**config.mk**
```make
export PLATFORM = sky130hd
export DESIGN_NAME = my_prog_loader_flat
export DESIGN_NICKNAME = d
export VERILOG_FILES = /design/src/rtl/my_prog_loader_pkg.sv /design/src/rtl/my_prog_loader_if.sv /design/src/rtl/my_prog_loader.sv /design/src/flat_wrapper.sv
export SDC_FILE = /design/constraint.sdc
export NUM_CORES = 1
export LEC_CHECK = 0
export ABC_CLOCK_PERIOD_IN_PS = 1900
export CORE_ASPECT_RATIO = 0.5
export CORE_MARGIN = 4
export CORE_UTILIZATION = 48
export CTS_CLUSTER_DIAMETER = 30
export CTS_CLUSTER_SIZE = 24
export DETAILED_ROUTE_END_ITERATION = 6
export PLACE_DENSITY = 0.75
export SYNTH_ARGS = -nofsm -noshare
export SYNTH_HDL_FRONTEND = slang
export SYNTH_SLANG_ARGS = --single-unit
```
**constraint.sdc**
```tcl
create_clock -name CK -period 1.9 [get_ports CK]
set_clock_uncertainty 0.15 [all_clocks]
set_input_delay 0.475 -clock CK [delete_from_list [all_inputs] [get_ports CK]]
set_output_delay 0.475 -clock CK [all_outputs]
set_load 0.01 [all_outputs]
```
**src/rtl/my_prog_loader_pkg.sv**
```systemverilog
// Shared definitions for the program-memory loader and its neighbours
// (my_CPU16v3 and the memory model use the same ADDR_W default).
//   state_t     : loader FSM states
//   ADDR_W_DEF  : byte-address width of program memory (64 bytes)
//   SOF_DEF     : start-of-frame marker byte
//   len_valid() : LEN byte range check (1 .. 2^(addr_w-1) instruction words)
package my_prog_loader_pkg;

  typedef enum logic [2:0] {
    ST_IDLE,
    ST_LEN,
    ST_DATA,
    ST_CSUM,
    ST_DONE,
    ST_ERROR
  } state_t;

  localparam int unsigned ADDR_W_DEF = 6;
  localparam logic [7:0]  SOF_DEF    = 8'hA5;

  // A frame may fill program memory exactly but never wrap the byte address.
  function automatic logic len_valid(input logic [7:0] len, input int unsigned addr_w);
    return (len != 8'd0) && (32'(len) <= (32'd1 << (addr_w - 1)));
  endfunction

endpackage

```
**src/rtl/my_prog_loader_if.sv**
```systemverilog
// Loader bus: byte-stream input (valid/ready), program-memory write port and
// CPU run/error status.
//   master : byte source / consumer side (drives IN_VALID, IN_DATA)
//   slave  : loader side (drives IN_READY, MEM_WE, MEM_ADDR, MEM_WD, RUN, ERR)
interface my_prog_loader_if
  import my_prog_loader_pkg::*;
#(
  parameter int unsigned ADDR_W = ADDR_W_DEF
) ();

  logic              IN_VALID;
  logic [7:0]        IN_DATA;
  logic              IN_READY;
  logic              MEM_WE;
  logic [ADDR_W-1:0] MEM_ADDR;
  logic [7:0]        MEM_WD;
  logic              RUN;
  logic              ERR;

  modport master (
    output IN_VALID, IN_DATA,
    input  IN_READY, MEM_WE, MEM_ADDR, MEM_WD, RUN, ERR
  );

  modport slave (
    input  IN_VALID, IN_DATA,
    output IN_READY, MEM_WE, MEM_ADDR, MEM_WD, RUN, ERR
  );

endinterface

```
**src/rtl/my_prog_loader.sv**
```systemverilog
// my_prog_loader: write side of the instruction-memory fetch path.
// Accepts frames  SOF, LEN, 2*LEN data bytes (word high byte first), CSUM
// (XOR of the data bytes) and writes the data bytes to program memory from
// address 0. RUN is raised only after a frame with a good checksum.
//   CK   : clock, all state on posedge
//   RST  : asynchronous active-high reset
//   bus  : slave modport of my_prog_loader_if
//          IN_VALID/IN_DATA/IN_READY  byte stream (transfer = valid & ready)
//          MEM_WE/MEM_ADDR/MEM_WD     registered one-cycle write strobe
//          RUN                        CPU enable
//          ERR                        sticky frame error until next SOF
module my_prog_loader
  import my_prog_loader_pkg::*;
#(
  parameter int unsigned ADDR_W = ADDR_W_DEF,
  parameter logic [7:0]  SOF    = SOF_DEF
) (
  input logic           CK,
  input logic           RST,
  my_prog_loader_if.slave bus
);

  state_t            state;
  state_t            state_next;
  logic              xfer;
  logic [7:0]        byte_in;
  logic              len_ok;
  logic [ADDR_W-1:0] addr;
  logic [ADDR_W-1:0] last_addr;
  logic [7:0]        csum;
  logic              mem_we;
  logic [ADDR_W-1:0] mem_addr;
  logic [7:0]        mem_wd;
  logic              run;
  logic              err;

  // No back-pressure: the loader takes a byte every cycle outside reset.
  assign bus.IN_READY = ~RST;
  assign xfer         = bus.IN_VALID & ~RST;
  assign byte_in      = bus.IN_DATA;
  assign len_ok       = len_valid(byte_in, ADDR_W);

  assign bus.MEM_WE   = mem_we;
  assign bus.MEM_ADDR = mem_addr;
  assign bus.MEM_WD   = mem_wd;
  assign bus.RUN      = run;
  assign bus.ERR      = err;

  always_ff @(posedge CK or posedge RST) begin
    if (RST) state <= ST_IDLE;
    else     state <= state_next;
  end

  always_comb begin
    state_next = state;
    if (xfer) begin
      case (state)
        ST_IDLE:  if (byte_in == SOF) state_next = ST_LEN;
        ST_LEN:   state_next = len_ok ? ST_DATA : ST_ERROR;
        ST_DATA:  if (addr == last_addr) state_next = ST_CSUM;
        ST_CSUM:  state_next = (byte_in == csum) ? ST_DONE : ST_ERROR;
        ST_DONE,
        ST_ERROR: if (byte_in == SOF) state_next = ST_LEN;
        default:  state_next = ST_IDLE;
      endcase
    end
  end

  always_ff @(posedge CK or posedge RST) begin
    if (RST) begin
      addr      <= '0;
      last_addr <= '0;
      csum      <= '0;
      mem_we    <= 1'b0;
      mem_addr  <= '0;
      mem_wd    <= '0;
      run       <= 1'b0;
      err       <= 1'b0;
    end else begin
      mem_we <= 1'b0;
      if (xfer) begin
        case (state)
          ST_LEN: begin
            if (len_ok) begin
              // Store the final byte address (2*LEN-1) rather than LEN so the
              // DATA state only needs an equality compare; LEN = 2^(ADDR_W-1)
              // truncates to the top address of memory.
              last_addr <= ADDR_W'({byte_in, 1'b0} - 9'd1);
              addr      <= '0;
              csum      <= '0;
            end else begin
              err <= 1'b1;
              run <= 1'b0;
            end
          end
          ST_DATA: begin
            mem_we   <= 1'b1;
            mem_addr <= addr;
            mem_wd   <= byte_in;
            csum     <= csum ^ byte_in;
            addr     <= addr + 1'b1;
          end
          ST_CSUM: begin
            if (byte_in == csum) run <= 1'b1;
            else                 err <= 1'b1;
          end
          ST_DONE,
          ST_ERROR: begin
            if (byte_in == SOF) begin
              run <= 1'b0;
              err <= 1'b0;
            end
          end
          default: ;
        endcase
      end
    end
  end

endmodule

```
**src/flat_wrapper.sv**
```systemverilog
// flat-port wrapper written by rule: the top's interface ports become plain ports
module my_prog_loader_flat import my_prog_loader_pkg::*;
#(
  parameter int unsigned ADDR_W = ADDR_W_DEF,
  parameter logic [7:0]  SOF    = SOF_DEF
)
  (CK, RST, bus_IN_VALID, bus_IN_DATA, bus_IN_READY, bus_MEM_WE, bus_MEM_ADDR, bus_MEM_WD, bus_RUN, bus_ERR);
  my_prog_loader_if #(.ADDR_W(ADDR_W)) bus_i ();
  input logic CK;
  input logic RST;
  input wire logic [$bits(bus_i.IN_VALID)-1:0] bus_IN_VALID;
  input wire logic [$bits(bus_i.IN_DATA)-1:0] bus_IN_DATA;
  output wire logic [$bits(bus_i.IN_READY)-1:0] bus_IN_READY;
  output wire logic [$bits(bus_i.MEM_WE)-1:0] bus_MEM_WE;
  output wire logic [$bits(bus_i.MEM_ADDR)-1:0] bus_MEM_ADDR;
  output wire logic [$bits(bus_i.MEM_WD)-1:0] bus_MEM_WD;
  output wire logic [$bits(bus_i.RUN)-1:0] bus_RUN;
  output wire logic [$bits(bus_i.ERR)-1:0] bus_ERR;
  assign bus_i.IN_VALID = bus_IN_VALID;
  assign bus_i.IN_DATA = bus_IN_DATA;
  assign bus_IN_READY = bus_i.IN_READY;
  assign bus_MEM_WE = bus_i.MEM_WE;
  assign bus_MEM_ADDR = bus_i.MEM_ADDR;
  assign bus_MEM_WD = bus_i.MEM_WD;
  assign bus_RUN = bus_i.RUN;
  assign bus_ERR = bus_i.ERR;
  my_prog_loader #(.ADDR_W(ADDR_W), .SOF(SOF)) u_core (.CK(CK), .RST(RST), .bus(bus_i));
endmodule
```
# == Yosys cells after proc, flatten, opt, wreduce, memory -nomap -nowiden ==
# Cells that the tools add are included.
# classes
bitwise_logic,3
n_eq_ne,15
n_addsub,2
n_lt_le_gt_ge,1
mux,18
reduce_logical,13
# op_table
cell,n
one-hot mux 8 bit (2 select lines),1
one-hot mux 3 bit (4 select lines),1
one-hot mux 6 bit (2 select lines),1
!= test 2 x 1 -> 1 bit (second input constant),5
AND reduction 5 bit,2
2-to-1 mux 3 bit,3
AND reduction 3 bit,3
== test 8 bit,1
== test 8 bit (second input constant),1
less-or-equal comparator 8 x 6 -> 1 bit (second input constant),1
2-to-1 mux 1 bit,8
2-to-1 mux 8 bit,1
nonzero test 8 bit,1
bitwise XOR 8 bit,1
adder 6 x 1 -> 6 bit (second input constant),1
== test 3 x 2 -> 1 bit (second input constant),2
== test 3 bit (second input constant),2
== test 6 bit,1
2-to-1 mux 6 bit,1
one-hot mux 1 bit (3 select lines),2
subtractor 6 x 1 -> 6 bit (second input constant),1
!= test 2 bit (second input constant),2
== test 3 x 1 -> 1 bit (second input constant),1
zero test 3 bit,1
other kinds (8),8
# totals
out_inout_bits,18
register_bits,40

# == Longest topological paths before layout ==
# Gate-level depths: netlist of run 1.
# depth
depth_word,4
mapped_depth,8
ltp_nobuf,7

# == Worst setup path after synthesis of run 1 ==
# OpenSTA, ideal clock, no wires.
# synth_timing
path_kind,in2reg
startpoint,input RST
endpoint,register u_core.last_addr[3]
n_path_buf,1
stages,6
setup_slack_ns,-0.795
arrival_time_ns,2.418
setup_ns,0.128
cell_sequence,inv_1 -> nand2_1 -> or4_1 -> buf_2 -> nand2_1 -> o21ai_0
# synth_via
elab_chain_cells,3
# synth_lines
item,line,source
start: declaration,flat_wrapper.sv:10,input logic RST;
NOT 1 bit,my_prog_loader.sv:39,assign xfer = bus.IN_VALID & ~RST;
AND 1 bit,my_prog_loader.sv:39,
AND reduction 3 bit (no source line),-,
end signal: assignment,my_prog_loader.sv:88,"last_addr <= ADDR_W'({byte_in, 1'b0} - 9'd1);"
end: declaration,my_prog_loader.sv:29,logic [ADDR_W-1:0] last_addr;
# Every way passes these cells.
# A chain may end at the register's enable or synchronous reset.

# == Final worst setup path of run 1 ==
# layout_timing
startpoint,input bus_IN_DATA[7]
endpoint,"register u_core.run, in the netlist u_core.bus.RUN"
# layout_via
elab_chain_cells,4
elab_cells_between_ends,9
classes_between,order compare: 1; eq/ne: 5; reduce/logical: 3
# layout_lines
item,line,source
start: declaration,flat_wrapper.sv:12,input wire logic [$bits(bus_i.IN_DATA)-1:0] bus_IN_DATA;
less-or-equal comparator 8 x 6 -> 1 bit or nonzero test 8 bit (tied branches),my_prog_loader_pkg.sv:23,return (len != 8'd0) && (32'(len) <= (32'd1 << (addr_w - 1)));
logical AND 1 bit,my_prog_loader_pkg.sv:23,
!= test 2 bit (no source line),-,
AND reduction 5 bit (no source line) (*),-,
end signal: assignment,my_prog_loader.sv:77,run <= 1'b0;
end signal: assignment,my_prog_loader.sv:93,run <= 1'b0;
end signal: assignment,my_prog_loader.sv:104,if (byte_in == csum) run <= 1'b1;
end: declaration,my_prog_loader.sv:34,logic run;
# Every way passes the cells marked *; elsewhere a longest branch is shown, timed or not.

==> results.yml, run 1 <==
routing:
  vias_per_cell: 5.417
  drc: 0
  routed_wl_um: 5457
  route.layer.met1.wl_um: 2517
  top_layer_used: "met4"
  first_pass_iters: 4
  drt_iter0_drc: 242
  drt-wirelength-per-cell_um: 16.14
  num_vias: 1831
  wl_met3_um: 350
  wl_met2_um: 2400
  ant_nets: 0
worst_setup_path:
  r2r_end: "u_core.bus.ERR"
  start_kind: "input port"
  crit_type: "in -> reg"
  reg2regPathDepth: 5
  critPathMaxFanout: 4
  critPathCaptureType: "flip-flop"
  reg2reg_slack_ps: 0
  r2r_start: "u_core.state[1]"
  cp.arrival_ps: 2050
  crit_required_ps: 1960
timing:
  hold_slack_ps: 319.9
  rsz0062_at_grt: "true"
  finalCriticalPeriod_ps: 1991
  clock.fmax_ghz: 0.5023
  slew_viol_final: 0
  period_share_pct: 104.8
  finalHoldViolations: 0
  slew_headroom_pct: 68.76
  worstMarginPinSlew_ps: 468.5
  final.setup.worst_slack_ps: -90.70
  setup_viol: 3
  finalSetupTns_ps: -127.1
yosys:
  ys_seq_elements: 40
  netlist_instances: 218
  yosys-top-cells-count: "62 x nand2_1, 40 x dfrtp_1, 18 x o21ai_0"
  synth_area_per_cell_sq_um: 9.097
  syn_area_sq_um: 1983
  synth_edf_count: 0
  synth_ff_type: "dfrtp_1"
  synth-async-reset-ratio_pct: 100.0
  seq_area_frac_synth_pct: 50.47
  yosysUniqueCellTypes: 34
  syn_nets: 233
  yosysTopAreaCell: "dfrtp_1"
  synth_top_area_share_pct: 50.47
  yosys_warnings: 0
  yosys-top-cells-area: "dfrtp_1 50%, nand2_1 12%, xnor2_1 5.7%"
  synth.most_common_cell: "nand2_1"
min_path:
  holdCritPathClass: "in -> async"
cts:
  cts_root_buf: "clkbuf_8"
  cts_buffer_depth: 2
  ctsHtreeMaxLevel: 2
  cts.clk_slew.worst_paths_ps: 80
  cts_tree: "built"
  postCtsHoldBufs: 0
  clkLatencyLatePin_ps: 290
  numCtsBuffers: 5
  clock-sinks: 40
floorplanning:
  ios: 29
  coreArea_sq_um: 3944
  dieArea_sq_um: 5286
  fp-row-count: 16
  die_h_um: 53.45
  die_x_um: 98.90
  start_util_pct: 50.29
outcome:
  violations: "setup timing"
  outcome: "finished with violations"
pwr:
  peakVddDrop_uv: 555.6
  p_per_area_nw_per_um2: 1016
  p_leak_nw: 1.342
  power_mw: 2.871
grt:
  antenna_found_initial: 0
  grt_max_degree: 37
  grt_pass1_wl_um: 8583
  overflow: 0
  grt_usage_pct: 21.16
  grt_pass1_vias: 1700
finish:
  finalNetCount: 298
  area_delta_synth_final_pct: 42.46
  final_cells: 338
  final_util_pct: 71.64
  diodes: 0
  multi_input_area_sq_um: 1046
  regArea_sq_um: 1002
  fill_cells: 278
  layout-drive-gt1-share_pct: 29.93
placed_design:
  io_buffers: 28
  dp_hpwl_um: 3537
  place_congestion: 0.8561
  dp_cells: 322
job:
  cap_violations: 0
==> metrics by stage <==
step	setup slack [ps]	area (sq um)
after CTS	-76.48	2731
final	-90.70	2825
after detailed placement	-766.7	2564
after global routing	-147.0	2825
after floorplan	-211.5	2022
after global placement	-713.2	2564
==> layout make-up <==
cell class / instances / area share [%]
multi-input combinational: 165 / 37.02
sequential: 40 / 35.47
timing repair buffer: 67 / 21.08
clock buffer: 5 / 2.436
tap: 54 / 2.391
inverter: 4 / 0.9300
clock inverter: 3 / 0.6643
==> critical path, cell delays in order <==
cell,delay [ps]
clkdlybuf4s15_1,260
buf_4,190
xnor2_1,160
nand2_1,140
buf_4,160
nor3_1,350
a21oi_2,130
a21oi_1,180
==> per-layer routing <==
metal  GRT usage [%]  vias up
met2           32.44       79
met4           5.669        0
met3           4.737       18
li1                -      867
met1           30.20      867
met5               0        -
==> flip-flops by register name, indices dropped and copies added (netlist names) <==
register	flops
u_core.bus.MEM_WD	8
u_core.csum	8
u_core.addr	6
u_core.bus.MEM_ADDR	6
u_core.last_addr	6
u_core.state	3
u_core.bus.ERR	1
u_core.bus.MEM_WE	1
u_core.bus.RUN	1
==> layout by cell type (no fill, tap or decap), types with 3 or more instances in the layout <==
cell type / count
buf_6: 4
o21ai_0: 4
nand2_1: 61
o21ai_1: 18
nor3_1: 3
clkdlybuf4s50_1: 18
clkbuf_8: 5
buf_4: 33
o21ai_2: 10
nor2_1: 13
ha_1: 3
xor2_1: 6
buf_2: 3
dfrtp_1: 39
xnor2_1: 12
==> repair_timing <==
item,in CTS,in global routing
cloned,1,0
setup buffers,4,3
gates resized for setup,39,30
pin swaps,7,4
endpoints found under the setup margin,26,36
==> cells by family after synthesis <==
group,share of synthesized area [%]
adder cells (fa/ha/maj),2.524
multiplexers,1.073
buffers and inverters,3.344
AO/OA/AOI/OAI,12.37
AND/OR/NAND/NOR,21.83
flip-flops,50.47
XOR/XNOR,8.391
==> where the power goes <==
part	switching [mW]	total (mW)	internal, mW
clock	0.315	0.571	0.256
sequential	0.203	1.28	1.07
combinational	0.486	1.02	0.537
total	1.00	2.87	1.87
==> worst max path at each step <==
stage,to,slack (ps),cells past startpoint,start
2_1_floorplan,u_core.bus.ERR,-210,6,bus_IN_DATA[2]
3_3_place_gp,u_core.csum[2],-710,9,bus_IN_DATA[0]
3_5_place_dp,u_core.bus.ERR,-770,7,bus_IN_DATA[4]
4_1_cts,u_core.bus.ERR,-80,8,bus_IN_DATA[5]
5_1_grt,u_core.bus.RUN,-150,8,bus_IN_DATA[7]
6_report,u_core.bus.RUN,-90,8,bus_IN_DATA[7]
No activity file was read; power rests on OpenSTA's default activity.
==> inputs of run 2 (changes only) <==
- CORE_ASPECT_RATIO: 0.5 -> 0.7
- HOLD_SLACK_MARGIN: unset -> 0.06
==> run 2 against run 1 <==
Compared with the run above:
- the run now ends clean
- die area fell by 0.86%
- register-to-register slack better by 20 ps
- global-route usage down 1.6 points
- clock power rose by 21%
- largest cell class unchanged
- combinational power is 5% lower
- highest routed layer unchanged
- fmax increased by 5.0%
- largest power group unchanged
- sequential share of layout area is 0.92 points higher
- count of clock-buffer cells in the layout did not move
- first-iteration DRC count decreased by 65%
==> results.yml, run 2 (synthesis results as in run 1) <==
outcome:
  outcome: "finished, final reports clean"
pwr:
  peakVddDrop_uv: 593.0
  pwr-share-seq_pct: 43.4
  p_sw_mw: 0.9702
  p_clk_share_pct: 23.6
  p_int_mw: 1.969
  switching_share_pct: 33.01
  p_per_area_nw_per_um2: 1069
  p_leak_nw: 1.316
  combPwrFrac_pct: 33.0
floorplanning:
  die_x_um: 84.83
  dieArea_sq_um: 5240
  die_h_um: 61.78
  coreArea_sq_um: 3946
  ios: 29
  start_util_pct: 50.25
  fp-row-count: 19
routing:
  drt-wirelength-per-cell_um: 14.59
  first_pass_iters: 4
  num_vias: 1744
  routed_wl_um: 4801
  vias_per_cell: 5.301
  drc: 0
  drt_iter0_drc: 84
  ant_nets: 0
timing:
  finalHoldViolations: 0
  slew_viol_final: 0
  finalCriticalPeriod_ps: 1895
  hold_slack_ps: 328.6
  clock.fmax_ghz: 0.5276
  slew_headroom_pct: 65.78
  worstMarginPinSlew_ps: 513.3
  setup_viol: 0
  period_share_pct: 99.76
  rsz0062_at_grt: "true"
worst_setup_path:
  cp.arrival_ps: 1920
  r2r_start: "u_core.state[2]"
  crit_type: "in -> reg"
  reg2regPathDepth: 5
  r2r_end: "u_core.bus.ERR"
  critPathCaptureType: "flip-flop"
  critPathMaxFanout: 6
  start_kind: "input port"
  reg2reg_slack_ps: 20
  crit_required_ps: 1930
min_path:
  holdCritStartpoint: "u_core.bus.MEM_ADDR[5]"
  whs_path_depth: 2
  holdCritPathClass: "reg -> reg"
  whs_endpoint: "u_core.bus.MEM_ADDR[5]"
grt:
  grt_max_degree: 41
  overflow: 0
  grt_pass1_wl_um: 7900
  grt_pass1_vias: 1710
  grt_usage_pct: 19.60
  antenna_found_initial: 0
cts:
  postCtsHoldBufs: 0
  cts.clk_slew.worst_paths_ps: 80
  ctsHtreeMaxLevel: 2
  cts_tree: "built"
  cts_root_buf: "clkbuf_8"
  numCtsBuffers: 5
  cts_buffer_depth: 2
  clock-sinks: 40
  clkLatencyLatePin_ps: 290
finish:
  final_cells: 329
  layout-drive-gt1-share_pct: 25.99
  diodes: 0
  finalNetCount: 291
  layout_common_cells: "59 x nand2_1, 40 x dfrtp_1, 29 x buf_4, 27 x o21ai_1, 18 x clkdlybuf4s50_1"
  final_common_cell: "nand2_1"
  area_delta_synth_final_pct: 38.68
placed_design:
  io_buffers: 28
  dp_cells: 315
  dp_hpwl_um: 3240
  place_congestion: 0.8318
job:
  cap_violations: 0
[run 2: layer usage]
layer | share of wire (%) | vias up | GRT usage [%]
met3 | 4.4 | 14 | 4.875
met4 | 2.6 | 0 | 9.255
met2 | 46 | 37 | 31.10
li1 | - | 852 | -
met5 | 0 | - | 0
met1 | 47 | 841 | 25.92
[run 2: power groups by stage]
stage,Sequential [mW],Clock [mW],Combinational (mW)
after floorplan,1.27,0,0.493
after global placement,1.26,0,0.844
after detailed placement,1.27,0,0.860
after CTS,1.26,0.708,0.886
after global routing,1.31,0.744,1.08
final,1.28,0.693,0.971
[run 2: critical path: stages]
cell and delay [ps]:
buf_8 110, inv_8 50, ha_4 120, nor4b_4 210, mux2i_2 120, buf_4 160
or4_4 530, nand2_1 90, o21ai_1 60
[run 2: cell type report]
cell class / count / area [sq um]
clock buffers: 5 / 68.82
clock inverters: 3 / 42.54
fillers: 317 / 1196
inverters: 4 / 28.78
multi-input cells: 166 / 1050
flip-flops and latches: 40 / 1001
well taps: 52 / 65.06
repair buffers: 59 / 494.2
[run 2: through the flow]
step | utilization [%] | setup TNS, ps | power, mW | cell area [sq um] | setup WS [ps]
final | 69.69 | 0 | 2.939 | 2750 | 4.573
after global placement | 63.32 | -18840 | 2.102 | 2499 | -702.8
after detailed placement | 63.32 | -19900 | 2.128 | 2499 | -766.0
after floorplan | - | -2920 | 1.763 | 2022 | -211.5
after global routing | 69.69 | -189.9 | 3.139 | 2750 | -33.25
after CTS | 67.25 | 0 | 2.853 | 2654 | 1.505
[run 2: repair_timing]
| action | in CTS | in global routing |
|---|---|---|
| pin swaps | 5 | 10 |
| endpoints found under the hold margin | 0 | 0 |
| gates cloned | 0 | 1 |
| endpoints found under the setup margin | 26 | 26 |
| buffers inserted | 2 | 3 |
| resized for setup | 38 | 24 |
[run 2: worst max path at each step]
| stage | startpoint | to | slack (ps) | cells after the start |
|---|---|---|---|---|
| finish | bus_IN_DATA[1] | u_core.last_addr[4] | 5 | 9 |
| global route | bus_IN_DATA[1] | u_core.last_addr[1] | -30 | 9 |
| CTS | bus_IN_DATA[1] | u_core.bus.ERR | 2 | 8 |
| detailed placement | bus_IN_DATA[0] | u_core.bus.ERR | -770 | 8 |
| global placement | bus_IN_DATA[0] | u_core.csum[0] | -700 | 9 |
| floorplan | bus_IN_DATA[2] | u_core.bus.ERR | -210 | 6 |
